File: src/rtl/needs_engine.sv
// needs_engine: owns the pet's food/health levels, applies time-based decay,
// answers feed/heal command pulses with an Activo_* busy window and latches
// the dead condition until reset.
// Optional build macro NEEDS_CMD_QUEUE_EN: a one-deep pending command that is
// captured while busy and served once the block is back in IDLE.
module needs_engine #(
   parameter int TICK_DIV           = 50_000_000,
   parameter int FOOD_DECAY_TICKS   = 10,
   parameter int HEALTH_DECAY_TICKS = 5,
   parameter int ACT_CYCLES         = 25_000_000
) (
   input  logic       clk,
   input  logic       reset,
   input  logic       Cmd_Comida,
   input  logic       Cmd_Medicina,
   output logic       Activo_Comida,
   output logic       Activo_Medicina,
   output logic [1:0] Nivel_Comida,
   output logic [1:0] Nivel_Salud,
   output logic       Muerto,
   output logic       Tick
);

   // Counter widths; a parameter of 1 still needs a 1-bit register.
   localparam int PW = (TICK_DIV > 1)           ? $clog2(TICK_DIV)           : 1;
   localparam int FW = (FOOD_DECAY_TICKS > 1)   ? $clog2(FOOD_DECAY_TICKS)   : 1;
   localparam int HW = (HEALTH_DECAY_TICKS > 1) ? $clog2(HEALTH_DECAY_TICKS) : 1;
   localparam int AW = (ACT_CYCLES > 1)         ? $clog2(ACT_CYCLES)         : 1;

   typedef enum logic [1:0] {IDLE, FEED, HEAL, DEAD} state_t;

   state_t        state_q, state_d;
   logic [PW-1:0] pres_q, pres_d;
   logic [FW-1:0] food_cnt_q, food_cnt_d;
   logic [HW-1:0] health_cnt_q, health_cnt_d;
   logic [AW-1:0] act_q, act_d;
   logic [1:0]    food_q, food_d;
   logic [1:0]    health_q, health_d;
   logic          tick;
   logic          cmd_feed, cmd_heal;
`ifdef NEEDS_CMD_QUEUE_EN
   logic          pend_feed_q, pend_feed_d;
   logic          pend_heal_q, pend_heal_d;
`endif

   function automatic logic [1:0] sat_inc(input logic [1:0] v);
      return (v == 2'd3) ? v : v + 2'd1;
   endfunction

   function automatic logic [1:0] sat_dec(input logic [1:0] v);
      return (v == 2'd0) ? v : v - 2'd1;
   endfunction

   // Next-state logic: prescaler, decay counters, command handling, death.
   always_comb begin
      state_d      = state_q;
      pres_d       = pres_q;
      food_cnt_d   = food_cnt_q;
      health_cnt_d = health_cnt_q;
      act_d        = act_q;
      food_d       = food_q;
      health_d     = health_q;
      tick         = 1'b0;
      cmd_feed     = 1'b0;
      cmd_heal     = 1'b0;
`ifdef NEEDS_CMD_QUEUE_EN
      pend_feed_d  = pend_feed_q;
      pend_heal_d  = pend_heal_q;
`endif
      if (state_q != DEAD) begin
         tick   = (pres_q == PW'(TICK_DIV - 1));
         pres_d = tick ? '0 : pres_q + PW'(1);

         // Food decay is suspended while a feed action is running.
         if (state_q != FEED && tick) begin
            if (food_cnt_q == FW'(FOOD_DECAY_TICKS - 1)) begin
               food_cnt_d = '0;
               food_d     = sat_dec(food_q);
            end else begin
               food_cnt_d = food_cnt_q + FW'(1);
            end
         end

         // Health only starves while the food level sits at zero.
         if (food_q != 2'd0) begin
            health_cnt_d = '0;
         end else if (tick) begin
            if (health_cnt_q == HW'(HEALTH_DECAY_TICKS - 1)) begin
               health_cnt_d = '0;
               health_d     = sat_dec(health_q);
            end else begin
               health_cnt_d = health_cnt_q + HW'(1);
            end
         end

         case (state_q)
            IDLE: begin
`ifdef NEEDS_CMD_QUEUE_EN
               // A pending command takes the place of any live one this cycle.
               cmd_feed    = pend_feed_q | (~pend_heal_q & Cmd_Comida);
               cmd_heal    = pend_heal_q | (~pend_feed_q & ~Cmd_Comida & Cmd_Medicina);
               pend_feed_d = 1'b0;
               pend_heal_d = 1'b0;
`else
               cmd_feed = Cmd_Comida;
               cmd_heal = Cmd_Medicina & ~Cmd_Comida;
`endif
               // Increments override a decrement computed on the same edge.
               if (cmd_feed) begin
                  state_d    = FEED;
                  act_d      = '0;
                  food_d     = sat_inc(food_q);
                  food_cnt_d = '0;
               end else if (cmd_heal) begin
                  state_d  = HEAL;
                  act_d    = '0;
                  health_d = sat_inc(health_q);
               end
            end
            FEED, HEAL: begin
               if (act_q == AW'(ACT_CYCLES - 1)) begin
                  state_d = IDLE;
                  act_d   = '0;
               end else begin
                  act_d = act_q + AW'(1);
               end
`ifdef NEEDS_CMD_QUEUE_EN
               if (!pend_feed_q && !pend_heal_q) begin
                  if (Cmd_Comida)
                     pend_feed_d = 1'b1;
                  else if (Cmd_Medicina)
                     pend_heal_d = 1'b1;
               end
`endif
            end
            default: ;
         endcase

         // Death is taken on the very edge health reaches zero.
         if (health_d == 2'd0) begin
            state_d = DEAD;
            act_d   = '0;
`ifdef NEEDS_CMD_QUEUE_EN
            pend_feed_d = 1'b0;
            pend_heal_d = 1'b0;
`endif
         end
      end
   end

   // State and level registers with immediate reset to a healthy, idle pet.
   always_ff @(posedge clk or posedge reset) begin
      if (reset) begin
         state_q      <= IDLE;
         pres_q       <= '0;
         food_cnt_q   <= '0;
         health_cnt_q <= '0;
         act_q        <= '0;
         food_q       <= 2'd3;
         health_q     <= 2'd3;
`ifdef NEEDS_CMD_QUEUE_EN
         pend_feed_q  <= 1'b0;
         pend_heal_q  <= 1'b0;
`endif
      end else begin
         state_q      <= state_d;
         pres_q       <= pres_d;
         food_cnt_q   <= food_cnt_d;
         health_cnt_q <= health_cnt_d;
         act_q        <= act_d;
         food_q       <= food_d;
         health_q     <= health_d;
`ifdef NEEDS_CMD_QUEUE_EN
         pend_feed_q  <= pend_feed_d;
         pend_heal_q  <= pend_heal_d;
`endif
      end
   end

   assign Activo_Comida   = (state_q == FEED);
   assign Activo_Medicina = (state_q == HEAL);
   assign Muerto          = (state_q == DEAD);
   assign Nivel_Comida    = food_q;
   assign Nivel_Salud     = health_q;
   assign Tick            = tick;

endmodule
File: config.mk
export PLATFORM = sky130hd
export DESIGN_NAME = needs_engine
export DESIGN_NICKNAME = d
export VERILOG_FILES = /design/src/rtl/needs_engine.sv
export SDC_FILE = /design/constraint.sdc
export NUM_CORES = 1
export LEC_CHECK = 0
export ABC_AREA = 0
export BUFFER_PORTS_ARGS = -buffer_cell sky130_fd_sc_hd__buf_2
export CORE_AREA = 2 2 100 73
export CTS_CLUSTER_SIZE = 8
export DETAILED_ROUTE_END_ITERATION = 8
export DIE_AREA = 0 0 102 75
export PLACE_DENSITY = 0.74
export SYNTH_ARGS = -nofsm -noshare
export SYNTH_HDL_FRONTEND = slang
export SYNTH_SLANG_ARGS = --single-unit
File: constraint.sdc
create_clock -name clk -period 3.3 [get_ports clk]
set_input_delay 0 -clock clk [delete_from_list [all_inputs] [get_ports clk]]
set_output_delay 0 -clock clk [all_outputs]
set_load 0.02 [all_outputs]
* After elaboration in Yosys (flattened, before gate mapping)
Index checks and enable logic that the tools add are counted.
Storage, ports and cells: bits in registers 64, input port bits 4, output and inout bits 8, logic and storage cells 78
Operators by class: add/sub/neg operators 8, equality and inequality tests 14, mux-type cells 34, bitwise operators 2, reductions and logical operators 13
Operators with widths (count):
- two-way mux 25 bit | 4
- one-hot mux 25 bit (2 select lines) | 1
- two-way mux 2 bit | 19
- adder 26 x 1 -> 26 bit (second input constant) | 1
- == test 26 bit (second input constant) | 1
- two-way mux 26 bit | 1
- adder 25 x 1 -> 25 bit (second input constant) | 1
- == test 25 bit (second input constant) | 1
- two-way mux 4 bit | 4
- two-way mux 3 bit | 3
- == test 2 bit (second input constant) | 4
- zero test 2 bit | 4
- != test 3 bit (second input constant) | 2
- adder 2 x 1 -> 2 bit (second input constant) | 2
- adder 4 x 1 -> 4 bit (second input constant) | 1
- == test 4 bit (second input constant) | 1
- != test 4 bit (second input constant) | 1
- one-hot mux 2 bit (2 select lines) | 1
- AND reduction 2 bit | 2
- AND reduction 4 bit | 1
- nonzero test 2 bit | 2
- subtractor 2 x 1 -> 2 bit (second input constant) | 2
- adder 3 x 1 -> 3 bit (second input constant) | 1
- == test 3 bit (second input constant) | 1
- 10 further kinds | 10

* Logic depth before layout (Yosys ltp)
depth after elaboration 12, mapped depth 10, mapped depth without buffers 8

* Least setup slack after synthesis
No wires, ideal clock.
kind register to register, from register pres_q[10], to register act_q[10], setup time 0.128 ns, arrival time 3.096 ns, required time 3.172 ns, setup slack 0.076 ns, stages on the path, launching flop included 10, buffers on the path 3, clock period less this slack 3.224 ns, path through dfrtp_1 > or4_1 > or4_1 > buf_2 > or4_4 > a311o_1 > clkbuf_1 > clkbuf_1 > a2bb2oi_1 > o31ai_2
Between the ends: cells in the longest elaborated chain, start to end 10, elaborated cells on any way between the ends 12, those cells by class eq/ne: 2; mux: 7; reduce/logical: 3
Ends and longest elaborated chain:
- start, declared | line 33 | logic [PW-1:0] pres_q, pres_d;
- start signal, assigned | line 167 | pres_q <= pres_d;
- == test 26 bit * | line 71 | tick = (pres_q == PW'(TICK_DIV - 1));
- two-way mux 2 bit * | line 87 | end else if (tick) begin
- two-way mux 2 bit * | line 85 | if (food_q != 2'd0) begin
- two-way mux 2 bit | line 114 | end else if (cmd_heal) begin
- two-way mux 2 bit | line 109 | if (cmd_feed) begin
- two-way mux 2 bit * | line 96 | case (state_q)
- two-way mux 2 bit * | line 70 | if (state_q != DEAD) begin
- zero test 2 bit * | line 140 | if (health_d == 2'd0) begin
- != test 4 bit (no source line) / nonzero test 3 bit (equally long branches)
- AND reduction 3 bit (no source line)
- end signal, assigned | line 170 | act_q <= act_d;
- end, declared | line 36 | logic [AW-1:0] act_q, act_d;
Every way passes the cells marked *; elsewhere a longest branch is shown, timed or not. The select of a mux whose other input is x is not followed. A chain may end at the register's enable or synchronous reset.

* Final worst setup path
from register pres_q[9], to register act_q[23]
Same word-level chain as after synthesis.

==> results.json <==
{
  "grt_max_degree": 44,
  "crit_fanout": 7,
  "cp.arrival_ns": 3.47,
  "n_fill_cell": 581,
  "dr.pass1.iters": 5,
  "insertion_delay_ns": 0.34,
  "die_w_um": 102,
  "critical_path_required_ns": 3.57,
  "synth_area_sq_mm": 0.003626,
  "preCtsSetupSlack_ns": -0.006286,
  "io_buffer_count": 11,
  "ys_types": 53,
  "drive_gt1_share_pct": 14.25,
  "grt_usage_pct": 22.44,
  "synth_nets": 402,
  "synthCells": 386,
  "cts_tree": "yes",
  "worst_slew_pin_slew_ns": 0.9202,
  "antennaDiodeCount": 0,
  "slew_violations": 0,
  "vias": 3026,
  "p_sw_mw": 0.3181,
  "die_h_um": 75,
  "num_rows": 25,
  "htreeDepth": 3,
  "ys_seq_area_share_pct": 44.31,
  "synth_warnings": 0,
  "crit_path_start_kind": "flop",
  "layout_worst_path_cycle_share_pct": 96.93,
  "wire_per_inst_um": 15.80,
  "max_freq_mhz": 312.6,
  "first_iter_violations": 175,
  "slew_headroom_pct": 38.56,
  "setup_ws_ns": 0.1013,
  "hold_violations": 0,
  "clkTransAtPathRegs_ns": 0.07,
  "antenna_found_initial": 0,
  "ys_ff_latch": 64,
  "synth_flop_cell": "dfrtp_1",
  "final_nets": 425,
  "synth-edff-count": 0,
  "cts_root_buf": "clkbuf_8",
  "setup-violations-final": 0,
  "final_antenna_net_count": 0,
  "irDropWorstVdd_mv": 0.2155,
  "cp-end-kind": "flop",
  "drc": 0,
  "maxCapViolCount": 0,
  "clkSinkCount": 64,
  "fin_crit_ns": 3.199,
  "power_frac_seq_pct": 56.2,
  "area_delta_synth_final_pct": 12.70,
  "power.internal_mw": 1.078,
  "hold_path_class": "in2reg",
  "vias_per_cell": 5.957,
  "p_per_area_mw_per_mm2": 341.6,
  "place.gp.congestion": 0.8244,
  "rsz0062_at_grt": "false",
  "drt_wl_total_mm": 8.025,
  "grt_pass1_vias": 2745,
  "synthArstFlopShare_pct": 100.0,
  "finalClockSkew_ns": 0.01016,
  "clock_power_share_pct": 42.3,
  "dieArea_sq_mm": 0.007650,
  "grt_pass1_wl_mm": 13.20,
  "syn_area_per_cell_sq_um": 9.394,
  "cts_setup_buffers": 0,
  "numCtsBuffers": 9,
  "sw_frac_of_total_pct": 22.78,
  "status": "finished, final reports clean",
  "place_hpwl_mm": 5.515,
  "core_sq_mm": 0.006631,
  "io_pins": 12,
  "p_leak_nw": 1.756,
  "power_frac_comb_pct": 1.5,
  "start_util_pct": 54.68,
  "holdWs_ns": 0.05207,
  "clockBufferDepth": 2,
  "worst-setup-path-type": "reg2reg",
  "grt-ovfl-total": 0
}
layout by cell type, fill, tap and decap left out, types with 2 or more instances in the layout:
cell | netlist | layout
dfrtp_1 | 60 | 60
nand2_1 | 40 | 40
nor2_1 | 31 | 31
o21ai_0 | 22 | 22
xnor2_1 | 16 | 16
nand3_1 | 15 | 15
nor3_1 | 15 | 15
inv_1 | 16 | 15
a2bb2oi_1 | 13 | 13
buf_4 | 0 | 13
ha_1 | 12 | 12
nand4_1 | 11 | 11
a21oi_1 | 11 | 11
buf_2 | 2 | 11
and3_1 | 10 | 10
clkbuf_8 | 0 | 10
a22o_1 | 8 | 8
a21o_1 | 7 | 7
xor2_1 | 7 | 7
o31ai_2 | 7 | 7
and2_1 | 6 | 6
nand4b_1 | 5 | 5
nor4_1 | 6 | 5
dfstp_2 | 4 | 4
o31ai_1 | 4 | 4
nor2b_1 | 4 | 4
nand3b_1 | 3 | 3
o41ai_2 | 0 | 3
nor4b_1 | 3 | 3
clkinvlp_4 | 0 | 3
or4_4 | 1 | 2
o21bai_1 | 2 | 2
nand2b_1 | 2 | 2
a31oi_1 | 2 | 2
or3_1 | 2 | 2
o41ai_1 | 5 | 2
o22ai_1 | 2 | 2
a32o_1 | 2 | 2
clkinv_2 | 0 | 2
buf_12 | 0 | 2
kinds of logic (layout without fill, tap and decap cells):
kind of cell    Yosys count  after routing  share of synthesized area, %
compound gates           94             94                         19.19
xor+xnor                 23             23                         5.555
mux                       1              1                        0.2761
buf+inv                  31             59                         3.485
simple gates            161            161                         23.05
fa+ha+maj                12             12                         4.141
flops                    64             64                         44.31
state kept, by name, summed over array words and instances, names as in the netlist:
| register | cells |
|---|---|
| health_cnt_q | 3 |
| Nivel_Comida | 2 |
| pres_q | 26 |
| act_q | 25 |
| state_q | 2 |
| food_cnt_q | 4 |
| Nivel_Salud | 2 |
metrics by stage:
stage	utilization [%]	power (mW)	cells	setup TNS, ns	cell area, sq um
6_report	61.62	1.396	508	0	4086
5_1_grt	61.62	1.441	508	0	4086
4_1_cts	61.34	1.415	508	0	4068
3_5_place_dp	58.45	0.8200	491	-0.006286	3876
3_3_place_gp	58.45	0.8196	491	0	3876
2_1_floorplan	-	0.8112	386	0	3626
worst paths after layout:
path                       slack (ns)       start  cells after the start             end
max in group asynchronous        1.99       reset                      4  Nivel_Salud[0]
hold reg to reg                  0.48  pres_q[18]                      1      pres_q[18]
setup / recovery                 0.10   pres_q[9]                      6       act_q[23]
min in group asynchronous        0.41       reset                      3      pres_q[25]
hold / removal                   0.05  Cmd_Comida                      3      state_q[0]
setup reg to reg                 0.10   pres_q[9]                      6       act_q[23]
cell usage after synthesis, types with 2 or more instances:
cell       instances  area [sq um]
xor2_1             7         61.31
o31ai_2            7         87.58
xnor2_1           16         140.1
a31oi_1            2         12.51
buf_2              2         10.01
and2_1             6         37.54
nand3b_1           3         22.52
and3_1            10         62.56
or4_1              2         15.01
o21bai_1           2         15.01
nand4b_1           5         43.79
ha_1              12         150.1
o21ai_0           22         110.1
nor4b_1            3         26.28
clkbuf_1          11         41.29
o22ai_1            2         12.51
a2bb2oi_1         13         113.9
nand3_1           15         75.07
a21o_1             7         52.55
nor2b_1            4         25.02
nand2_1           40         150.1
a22o_1             8         70.07
inv_1             16         60.06
nand4_1           11         68.82
a21oi_1           11         55.05
dfstp_2            4         105.1
or3_1              2         12.51
nor4_1             6         37.54
nand2b_1           2         12.51
a32o_1             2         20.02
o41ai_1            5         43.79
dfrtp_1           60          1501
o31ai_1            4         30.03
nor2_1            31         116.4
nor3_1            15         75.07
worst max-delay path: stages (launching register included):
cell and delay [ns]:
dfrtp_1 0.40, or4_1 0.52, or4_4 0.56, or4_4 0.58, a311o_1 0.35, nor2_1 0.51, a22o_1 0.23
timing repair:
action                                  CTS  global route
pin swaps                                 0             2
hold buffers                              1             0
cloned                                    0             0
gates resized for setup                   1             3
endpoints found under the setup margin    1            19
endpoints found under the hold margin    40             0
power by group through the flow:
stage	clock [mW]	combinational, mW	sequential [mW]
detailed placement	0	0.0208	0.799
finish	0.591	0.0207	0.784
global placement	0	0.0205	0.799
global route	0.633	0.0243	0.784
floorplan	0	0.0120	0.799
CTS	0.609	0.0218	0.784
per-layer routing:
metal	global-route usage [%]	wire length (um)	vias to the layer above
met5	0	0	-
met4	6.667	80	0
met3	5.200	368	8
met2	33.41	3544	81
met1	33.09	4032	1472
li1	-	-	1465
final cells by class:
| cell class | instances | area (sq um) | share of cell area [%] |
|---|---|---|---|
| well taps | 94 | 117.6 | 2.878 |
| inverters | 16 | 60.06 | 1.470 |
| repair buffers | 27 | 202.7 | 4.960 |
| flip-flops and latches | 64 | 1607 | 39.31 |
| multi-input cells | 291 | 1926 | 47.12 |
| clock inverters | 5 | 32.53 | 0.7961 |
| clock buffers | 11 | 141.4 | 3.460 |
(Power assumes the default switching activity.)
